$ cat config.mk
export PLATFORM = sky130hd
export DESIGN_NAME = neander_control
export DESIGN_NICKNAME = d
export VERILOG_FILES = /design/src/rtl/neander_pkg.sv /design/src/rtl/neander_decode.sv /design/src/rtl/neander_control.sv
export SDC_FILE = /design/constraint.sdc
export NUM_CORES = 1
export LEC_CHECK = 0
export ABC_AREA = 1
export BUFFER_PORTS_ARGS = -buffer_cell sky130_fd_sc_hd__buf_4
export CAP_MARGIN = 25
export CELL_PAD_IN_SITES_DETAIL_PLACEMENT = 1
export CELL_PAD_IN_SITES_GLOBAL_PLACEMENT = 1
export CORE_UTILIZATION = 26
export CTS_CLUSTER_SIZE = 20
export DETAILED_ROUTE_END_ITERATION = 8
export PLACE_DENSITY_LB_ADDON = 0.1
export SKIP_CTS_REPAIR_TIMING = 1
export SYNTH_ARGS = -nofsm -noshare
export SYNTH_HDL_FRONTEND = slang
export SYNTH_SLANG_ARGS = --single-unit
$ cat constraint.sdc
create_clock -name clk -period 1.2 [get_ports clk]
set_input_delay 0.12 -clock clk [delete_from_list [all_inputs] [get_ports clk]]
set_output_delay 0.12 -clock clk [all_outputs]
set_load 0.03 [all_outputs]
$ cat src/rtl/neander_pkg.sv
// Shared types for the Neander CPU control path and datapath.
// Opcode, ULA operation, FSM state and instruction-class encodings.
// Pure type definitions, no logic.
package neander_pkg;

  typedef enum logic [3:0] {
    OP_NOP = 4'h0,
    OP_STA = 4'h1,
    OP_LDA = 4'h2,
    OP_ADD = 4'h3,
    OP_OR  = 4'h4,
    OP_AND = 4'h5,
    OP_NOT = 4'h6,
    OP_JMP = 4'h8,
    OP_JN  = 4'h9,
    OP_JZ  = 4'hA,
    OP_HLT = 4'hF
  } opcode_t;

  typedef enum logic [2:0] {
    ULA_ADD   = 3'b000,
    ULA_OR    = 3'b001,
    ULA_AND   = 3'b010,
    ULA_NOT   = 3'b011,
    ULA_PASSY = 3'b100
  } ula_op_t;

  typedef enum logic [2:0] {
    S_FETCH_REM,
    S_FETCH_RDM,
    S_DECODE,
    S_DISPATCH,
    S_MEM_RD,
    S_ALU,
    S_STORE,
    S_HALT
  } state_t;

  typedef enum logic [2:0] {
    CLS_NOP,
    CLS_MEM_ALU,
    CLS_STORE,
    CLS_UNARY,
    CLS_BRANCH,
    CLS_HALT
  } instr_class_t;

endpackage

$ cat src/rtl/neander_decode.sv
// Opcode decoder: maps the RI opcode to an instruction class and ULA op.
// Purely combinational, zero latency.
// Undefined opcodes decode as NOP with the ADD operation selected.
module neander_decode
  import neander_pkg::*;
(
  input  logic [3:0]   opcode_i,
  output instr_class_t iclass_o,
  output ula_op_t      ula_op_o
);

  // Classify the opcode; the class drives the DISPATCH transition
  always_comb begin
    iclass_o = CLS_NOP;
    ula_op_o = ULA_ADD;
    case (opcode_i)
      OP_STA: iclass_o = CLS_STORE;
      OP_LDA: begin iclass_o = CLS_MEM_ALU; ula_op_o = ULA_PASSY; end
      OP_ADD: begin iclass_o = CLS_MEM_ALU; ula_op_o = ULA_ADD;   end
      OP_OR:  begin iclass_o = CLS_MEM_ALU; ula_op_o = ULA_OR;    end
      OP_AND: begin iclass_o = CLS_MEM_ALU; ula_op_o = ULA_AND;   end
      OP_NOT: begin iclass_o = CLS_UNARY;   ula_op_o = ULA_NOT;   end
      OP_JMP, OP_JN, OP_JZ: iclass_o = CLS_BRANCH;
      OP_HLT: iclass_o = CLS_HALT;
      default: iclass_o = CLS_NOP;
    endcase
  end

endmodule

$ cat src/rtl/neander_control.sv
// Neander control unit: multi-cycle fetch/decode/execute sequencer.
// Strobes are decoded combinationally from the registered state and opcode.
// run=0 freezes the FSM and blanks every strobe; rst blanks them too.
module neander_control
  import neander_pkg::*;
#(
  parameter bit HALT_STICKY = 1'b1
) (
  input  logic       clk,
  input  logic       rst,
  input  logic       run,
  input  logic [3:0] opcode,
  input  logic       n_in,
  input  logic       z_in,
  output logic       pc_load,
  output logic       pc_inc,
  output logic       rem_load,
  output logic       sel_rem,
  output logic       rdm_load,
  output logic       ri_load,
  output logic       ac_load,
  output logic       n_load,
  output logic       z_load,
  output logic       mem_write,
  output logic [2:0] sel_ula,
  output logic       halted,
  output logic       instr_done
);

  state_t       state_q;
  logic         run_q;
  instr_class_t iclass;
  ula_op_t      dec_ula;
  ula_op_t      ula_sel;
  logic         strobe_en;
  logic         branch_taken;

  neander_decode u_decode (
    .opcode_i (opcode),
    .iclass_o (iclass),
    .ula_op_o (dec_ula)
  );

  // Strobes only fire while running and out of reset, so an in-flight
  // write cannot complete once rst is seen.
  assign strobe_en = run & ~rst;

  // Unconditional jump always loads PC; conditional ones follow the flags
  always_comb begin
    branch_taken = 1'b1;
    case (opcode)
      OP_JN:   branch_taken = n_in;
      OP_JZ:   branch_taken = z_in;
      default: branch_taken = 1'b1;
    endcase
  end

  // State register and transitions; run=0 holds the current state
  always_ff @(posedge clk or posedge rst) begin
    if (rst) begin
      state_q <= S_FETCH_REM;
      run_q   <= 1'b0;
    end else begin
      run_q <= run;
      if (run) begin
        case (state_q)
          S_FETCH_REM: state_q <= S_FETCH_RDM;
          S_FETCH_RDM: state_q <= S_DECODE;
          S_DECODE:    state_q <= S_DISPATCH;
          S_DISPATCH: begin
            case (iclass)
              CLS_MEM_ALU: state_q <= S_MEM_RD;
              CLS_STORE:   state_q <= S_STORE;
              CLS_HALT:    state_q <= S_HALT;
              default:     state_q <= S_FETCH_REM;
            endcase
          end
          S_MEM_RD:    state_q <= S_ALU;
          S_ALU:       state_q <= S_FETCH_REM;
          S_STORE:     state_q <= S_FETCH_REM;
          S_HALT: begin
            // A fresh run edge restarts fetch only in non-sticky builds
            if (!HALT_STICKY && !run_q) state_q <= S_FETCH_REM;
          end
          default:     state_q <= S_FETCH_REM;
        endcase
      end
    end
  end

  // Strobe decode from current state and opcode
  always_comb begin
    pc_load    = 1'b0;
    pc_inc     = 1'b0;
    rem_load   = 1'b0;
    sel_rem    = 1'b0;
    rdm_load   = 1'b0;
    ri_load    = 1'b0;
    ac_load    = 1'b0;
    n_load     = 1'b0;
    z_load     = 1'b0;
    mem_write  = 1'b0;
    instr_done = 1'b0;
    ula_sel    = ULA_ADD;
    if (strobe_en) begin
      case (state_q)
        S_FETCH_REM: begin
          rem_load = 1'b1;
          sel_rem  = 1'b1;
        end
        S_FETCH_RDM: begin
          rdm_load = 1'b1;
          pc_inc   = 1'b1;
        end
        S_DECODE: ri_load = 1'b1;
        S_DISPATCH: begin
          case (iclass)
            CLS_MEM_ALU, CLS_STORE: rem_load = 1'b1;
            CLS_UNARY: begin
              ac_load    = 1'b1;
              n_load     = 1'b1;
              z_load     = 1'b1;
              ula_sel    = dec_ula;
              instr_done = 1'b1;
            end
            CLS_BRANCH: begin
              pc_load    = branch_taken;
              instr_done = 1'b1;
            end
            default: instr_done = 1'b1;
          endcase
        end
        S_MEM_RD: rdm_load = 1'b1;
        S_ALU: begin
          ac_load    = 1'b1;
          n_load     = 1'b1;
          z_load     = 1'b1;
          ula_sel    = dec_ula;
          instr_done = 1'b1;
        end
        S_STORE: begin
          mem_write  = 1'b1;
          instr_done = 1'b1;
        end
        default: ;
      endcase
    end
  end

  assign sel_ula = ula_sel;
  assign halted  = (state_q == S_HALT);

endmodule

==> summary.txt, run 1 <==
Placed design
  – Post-placement cell count: 129
  – Post-DP HPWL: 1290 um
  – IO buf count: 23
  – Final Wtd Congestion: 0.807
  – DP Area: 727 sq um

Hold path
  – HP Start: run
  – Hold WC Path Type: input pin to flip-flop

Synthesis
  – Largest cells by area after synthesis: nand2_1, dfrtp_1, nor2_1
  – Flops & latches, synth: 3
  – Post-Syn Area: 460 sq um
  – Post-synthesis cell count: 84
  – Yosys cell types: 21
  – Post-synthesis sequential area ratio: 0.163
  – Area leader, netlist: nand2_1
  – Total nets after synthesis: 93
  – Yosys warnings: 0
  – Most frequent cell after synthesis: nand2_1
  – Async SR Flop Fraction: 1.00
  – Main synth FF type: dfrtp_1
  – Avg Cell Area, Syn: 5.48 sq um
  – Most instantiated cells after synthesis: nand2_1, nor2_1, inv_1
  – Synth top area share: 0.204
  – Number of enable flip-flop cells after synthesis: 0

Floorplanning
  – Die height: 44.1 um
  – Die ar.: 1940 sq um
  – Row count: 14
  – Core footprint: 1580 sq um
  – Die Width: 44.1 um
  – Starting density of the core: 0.292
  – Ports: 24

Clocking
  – TritonCTS Buffers: 3
  – Clk_lat worst skew: 0.23 ns
  – CTS tree: yes
  – Clk slew on worst S/H paths: 0.04 ns
  – Htree depth: 1
  – Max clock buf depth: 2
  – Clock sink count: 3
  – Clock Root Buffer: clkbuf_4

Timing
  – Hold Violations, Final: 0
  – Final worst slack: -0.289 ns
  – Slew @ Worst Pin: 0.296 ns
  – Clk_skew: 0.00111 ns
  – RSZ-0062 raised after global routing: true
  – Slew headroom: 0.802
  – Fin Hold WS: 0.249 ns
  – Slew Viols, Final: 0
  – Min Clock Period, post-route: 1.49 ns
  – Max Clk Rate: 672 MHz
  – Tcrit/Tclk final: 1.24
  – Endpoints failing setup: 18

Outcome
  – Violated checks: design-rule violations, negative setup slack
  – Outcome: finished, violations left

Route
  – Routed Wire Length: 1780 um
  – 1st-pass router iterations: 6
  – Met1 wire length: 825 um
  – DR WL met2: 899 um
  – Vias after detailed routing: 653
  – Vias/cell: 4.73
  – DRC: 3
  – Highest Signal Layer: met4
  – Detailed Route Iter0 Violations: 9
  – Detail Route Antenna Nets: 0
  – Wire length per cell: 12.9 um
  – Met3 WL: 45 um

Final layout
  – Top flop regs: state_q: 3 flops
  – Non-filler cells, final: 138
  – Area growth syn-to-layout: 90.5%
  – N_diodes: 0
  – Final Cell Area: 877 sq um
  – Layout cell share with drive strength beyond 1: 0.525
  – # nets final: 132
  – Max FFs per register: 3
  – Fin util: 0.556
  – Biggest register: state_q

Pwr
  – LEAKAGE: 0.454 nW
  – PwrDens: 1540 nW/um^2
  – Power share of the sequential group: 0.183
  – Clock power share: 0.126
  – Switching share of power: 0.502
  – Int Power: 0.672 mW
  – Overall power: 1.35 mW
  – Logic pwr share: 0.691
  – Net Switching: 0.678 mW
  – Worst VDD drop: 1.09 mV

Job
  – Maxcap violations: 0

Setup path
  – Startpoint class of the critical path: flip-flop
  – WS Path Type: flip-flop to output port
  – Worst Setup End Kind: output port
  – R2r startpoint: state_q[0]
  – CP Max Fanout: 4
  – Crit. Startpoint: state_q[0]
  – Required @ worst endpoint: 1.08 ns
  – Worst Path Arrival: 1.37 ns

Global routing
  – GRT overflow: 0
  – First-pass GRT wire length: 2590 um
  – Tot GR Track Use: 0.176
  – Vias in the first global route: 595
  – Largest net degree at the start of global routing: 9
  – Initial antenna violation count: 0
[logic make-up after synthesis]
group / after synthesis / synth area share
DFF: 3 / 0.163
AOI/OAI and AO/OA: 10 / 0.125
and+or+nand+nor: 55 / 0.557
buffers and inverters: 16 / 0.155
[metrics by stage]
step                      worst slack, ns  TNS, ns
after floorplan                    -0.110   -0.637
after global placement            -0.0625   -0.462
after detailed placement           -0.125   -0.872
after CTS                          -0.335    -4.30
after global routing               -0.369    -5.08
final                              -0.289    -3.84
[cell usage in the layout, fill, tap and decap left out, types with 3 or more instances in the layout]
cell type,Yosys,routed
nor2_1,16,10
nand2_1,25,24
nor2_2,1,3
nor2_4,0,4
buf_4,3,28
inv_1,11,8
buf_6,0,8
nand3_1,5,5
clkbuf_4,0,3
inv_2,2,4
[power by group through the flow]
| stage | Clock [mW] | Sequential [mW] | Combinational, mW |
|---|---|---|---|
| 2_1_floorplan | 0 | 0.192 | 0.483 |
| 3_3_place_gp | 0 | 0.224 | 0.720 |
| 3_5_place_dp | 0 | 0.228 | 0.728 |
| 4_1_cts | 0.175 | 0.226 | 0.728 |
| 5_1_grt | 0.189 | 0.251 | 1.01 |
| 6_report | 0.171 | 0.247 | 0.932 |
[critical path, stage by stage, from the launching register on]
cell,delay [ns]
dfrtp_1,0.43
nand2_4,0.11
nor2_8,0.11
nand3_2,0.08
nand2_2,0.09
nand2_4,0.08
clkinvlp_4,0.11
buf_6,0.13
[metal layers]
metal,up-vias,GRT usage
met1,301,0.260
met2,15,0.274
li1,335,-
met3,2,0.0122
met4,0,0.0545
met5,-,0
[final cells by class]
class                   instances  area [sq um]
inverters                      13          52.6
repair buffers                 37           310
well taps                      16          20.0
multi-input cells              65           390
flip-flops and latches          3          77.6
clock buffers                   4          26.3
fillers                       226           699
[worst paths after layout]
| path | to | slack [ns] | depth (start not counted) |
|---|---|---|---|
| worst max-delay path | ac_load | -0.29 | 7 |
| worst min-delay path | state_q[2] | 0.25 | 4 |
| worst max register to register | state_q[0] | -0.15 | 7 |
| worst min register to register | state_q[2] | 0.71 | 2 |
| max in group asynchronous | state_q[2] | 0.67 | 4 |
| min in group asynchronous | state_q[0] | 0.43 | 4 |
(Power assumes the default switching activity.)
==> run 2: changes to the inputs <==
Settings changed: RECOVER_POWER set to 50, SETUP_SLACK_MARGIN set to 0.15, SKIP_CTS_REPAIR_TIMING 1 to unset.
==> run 2 against run 1 <==
The flow still finishes with violations (design-rule violations, negative setup slack); largest cell class unchanged; highest routed layer unchanged; via count rose by 0.31%; power increased by 13%; clock power is 3% higher; worst setup slack lost 0.019 ns; global-route usage up 3.5 points; cell count up 0.72%.
==> summary.txt, run 2 (synthesis gave the netlist of run 1 again) <==
Outcome
  – Outcome: finished, violations left
  – Violated checks: design-rule violations, negative setup slack

Final layout
  – Biggest register: state_q
  – Most common cell after layout, fill and taps aside: buf_4
  – # nets final: 133
  – Commonest non-fill, non-tap cells in the layout: buf_4, nand2_1, buf_6, nor2_1, inv_1
  – Max FFs per register: 3
  – N_diodes: 0
  – Area growth syn-to-layout: 108%
  – Top flop regs: state_q: 3 flops
  – Layout cell share with drive strength beyond 1: 0.593
  – Filler instances: 205

Timing
  – Slew Viols, Final: 0
  – RSZ-0062 raised after global routing: true
  – Min Clock Period, post-route: 1.51 ns
  – Fin Hold WS: 0.250 ns
  – Tcrit/Tclk final: 1.26
  – Slew @ Worst Pin: 0.281 ns
  – Max Clk Rate: 663 MHz
  – Clk_skew: 0.00625 ns
  – Final worst slack: -0.308 ns
  – Hold Violations, Final: 0
  – Slew headroom: 0.812
  – Endpoints failing setup: 18

Job
  – Maxcap violations: 0

Route
  – Met3 WL: 72 um
  – Met1 wire length: 840 um
  – Wire length per cell: 13.1 um
  – Routed Wire Length: 1820 um
  – Detailed Route Iter0 Violations: 5
  – DRC: 3
  – DR WL met2: 897 um
  – Detail Route Antenna Nets: 0
  – Vias after detailed routing: 655
  – Highest Signal Layer: met4
  – Vias/cell: 4.71
  – 1st-pass router iterations: 5

Floorplanning
  – Die Width: 44.1 um
  – Ports: 24
  – Die height: 44.1 um
  – Starting density of the core: 0.292
  – Row count: 14
  – Die ar.: 1940 sq um
  – Core footprint: 1580 sq um

Hold path
  – Hold WC Path Type: input pin to flip-flop

Pwr
  – Worst VDD drop: 1.23 mV
  – LEAKAGE: 0.466 nW
  – Switching share of power: 0.505
  – Net Switching: 0.770 mW
  – Int Power: 0.755 mW
  – Clock power share: 0.115
  – PwrDens: 1590 nW/um^2
  – Power share of the sequential group: 0.174
  – Overall power: 1.53 mW
  – Logic pwr share: 0.711

Placed design
  – Post-DP HPWL: 1250 um
  – IO buf count: 23
  – Final Wtd Congestion: 0.817

Global routing
  – First-pass GRT wire length: 3000 um
  – Tot GR Track Use: 0.211
  – Vias in the first global route: 690
  – Largest net degree at the start of global routing: 9
  – Initial antenna violation count: 0
  – GRT overflow: 0

Setup path
  – Required @ worst endpoint: 1.08 ns
  – Worst Setup End Kind: output port
  – Worst Path Arrival: 1.39 ns
  – WS Path Type: flip-flop to output port
  – CP Max Fanout: 7
  – Startpoint class of the critical path: flip-flop

Clocking
  – Max clock buf depth: 2
  – TritonCTS Buffers: 3
  – Clock sink count: 3
  – Clock Root Buffer: clkbuf_4
  – CTS tree: yes
  – Clk_lat worst skew: 0.23 ns
  – Clk slew on worst S/H paths: 0.04 ns
  – Htree depth: 1
## run 2: cell count changes in the layout (fill, tap and decap cells not counted), moves of 3 or more
| cell | change |
|---|---|
| buf_6 | +3 |
| nand2_2 | +4 |
| nand2_1 | -4 |
| buf_4 | -5 |
## run 2: cell type report
class | count | area [sq um] | area share
repair buffers | 38 | 345 | 0.360
flip-flops and latches | 3 | 78.8 | 0.0822
clock buffers | 4 | 26.3 | 0.0274
well taps | 16 | 20.0 | 0.0209
multi-input cells | 65 | 433 | 0.452
inverters | 13 | 55.1 | 0.0574
## run 2: worst max-delay path: stages (launching register included)
cell     delay, ns
dfrtp_2       0.52
inv_2         0.14
nor2_2        0.16
nand2_1       0.11
o21ai_4       0.06
buf_4         0.17
## run 2: final timing paths
path / to / start / slack, ns / cells past startpoint
max: rdm_load / state_q[2] / -0.31 / 5
min: state_q[1] / run / 0.25 / 4
max reg2reg: state_q[0] / state_q[1] / -0.14 / 7
min reg2reg: state_q[0] / state_q[0] / 0.70 / 3
max in group asynchronous: state_q[0] / rst / 0.59 / 4
min in group asynchronous: state_q[1] / rst / 0.43 / 4
## run 2: stage by stage
stage | area [sq um] | std cells | TNS [ns] | util | setup WS, ns
6_report | 958 | 139 | -3.93 | 0.608 | -0.308
5_1_grt | 958 | 139 | -5.24 | 0.608 | -0.383
4_1_cts | 891 | 135 | -3.65 | 0.565 | -0.291
3_5_place_dp | 758 | 129 | -0.908 | 0.481 | -0.135
3_3_place_gp | 758 | 129 | -0.513 | 0.481 | -0.0880
2_1_floorplan | 532 | 84 | -0.480 | - | -0.0971
## run 2: routing by layer
layer  vias to the layer above  global-route usage
li1                        341                   -
met1                       293               0.249
met2                        19               0.376
met3                         2              0.0449
met4                         0              0.0667
met5                         -                   0
## run 2: what timing repair did
item                                    in CTS  in global routing
endpoints found under the setup margin      18                 18
buffers inserted                             1                  4
hold buffers                                 1                  0
hold endpoints to repair                     3                  0
resized for setup                           24                 10
pin swaps                                    6                  4
## run 2: power by group through the flow
stage | Clock [mW] | Sequential [mW] | Combinational [mW]
after floorplan | 0 | 0.194 | 0.517
after global placement | 0 | 0.228 | 0.733
after detailed placement | 0 | 0.233 | 0.742
after CTS | 0.188 | 0.248 | 0.929
after global routing | 0.194 | 0.272 | 1.17
final | 0.176 | 0.266 | 1.08
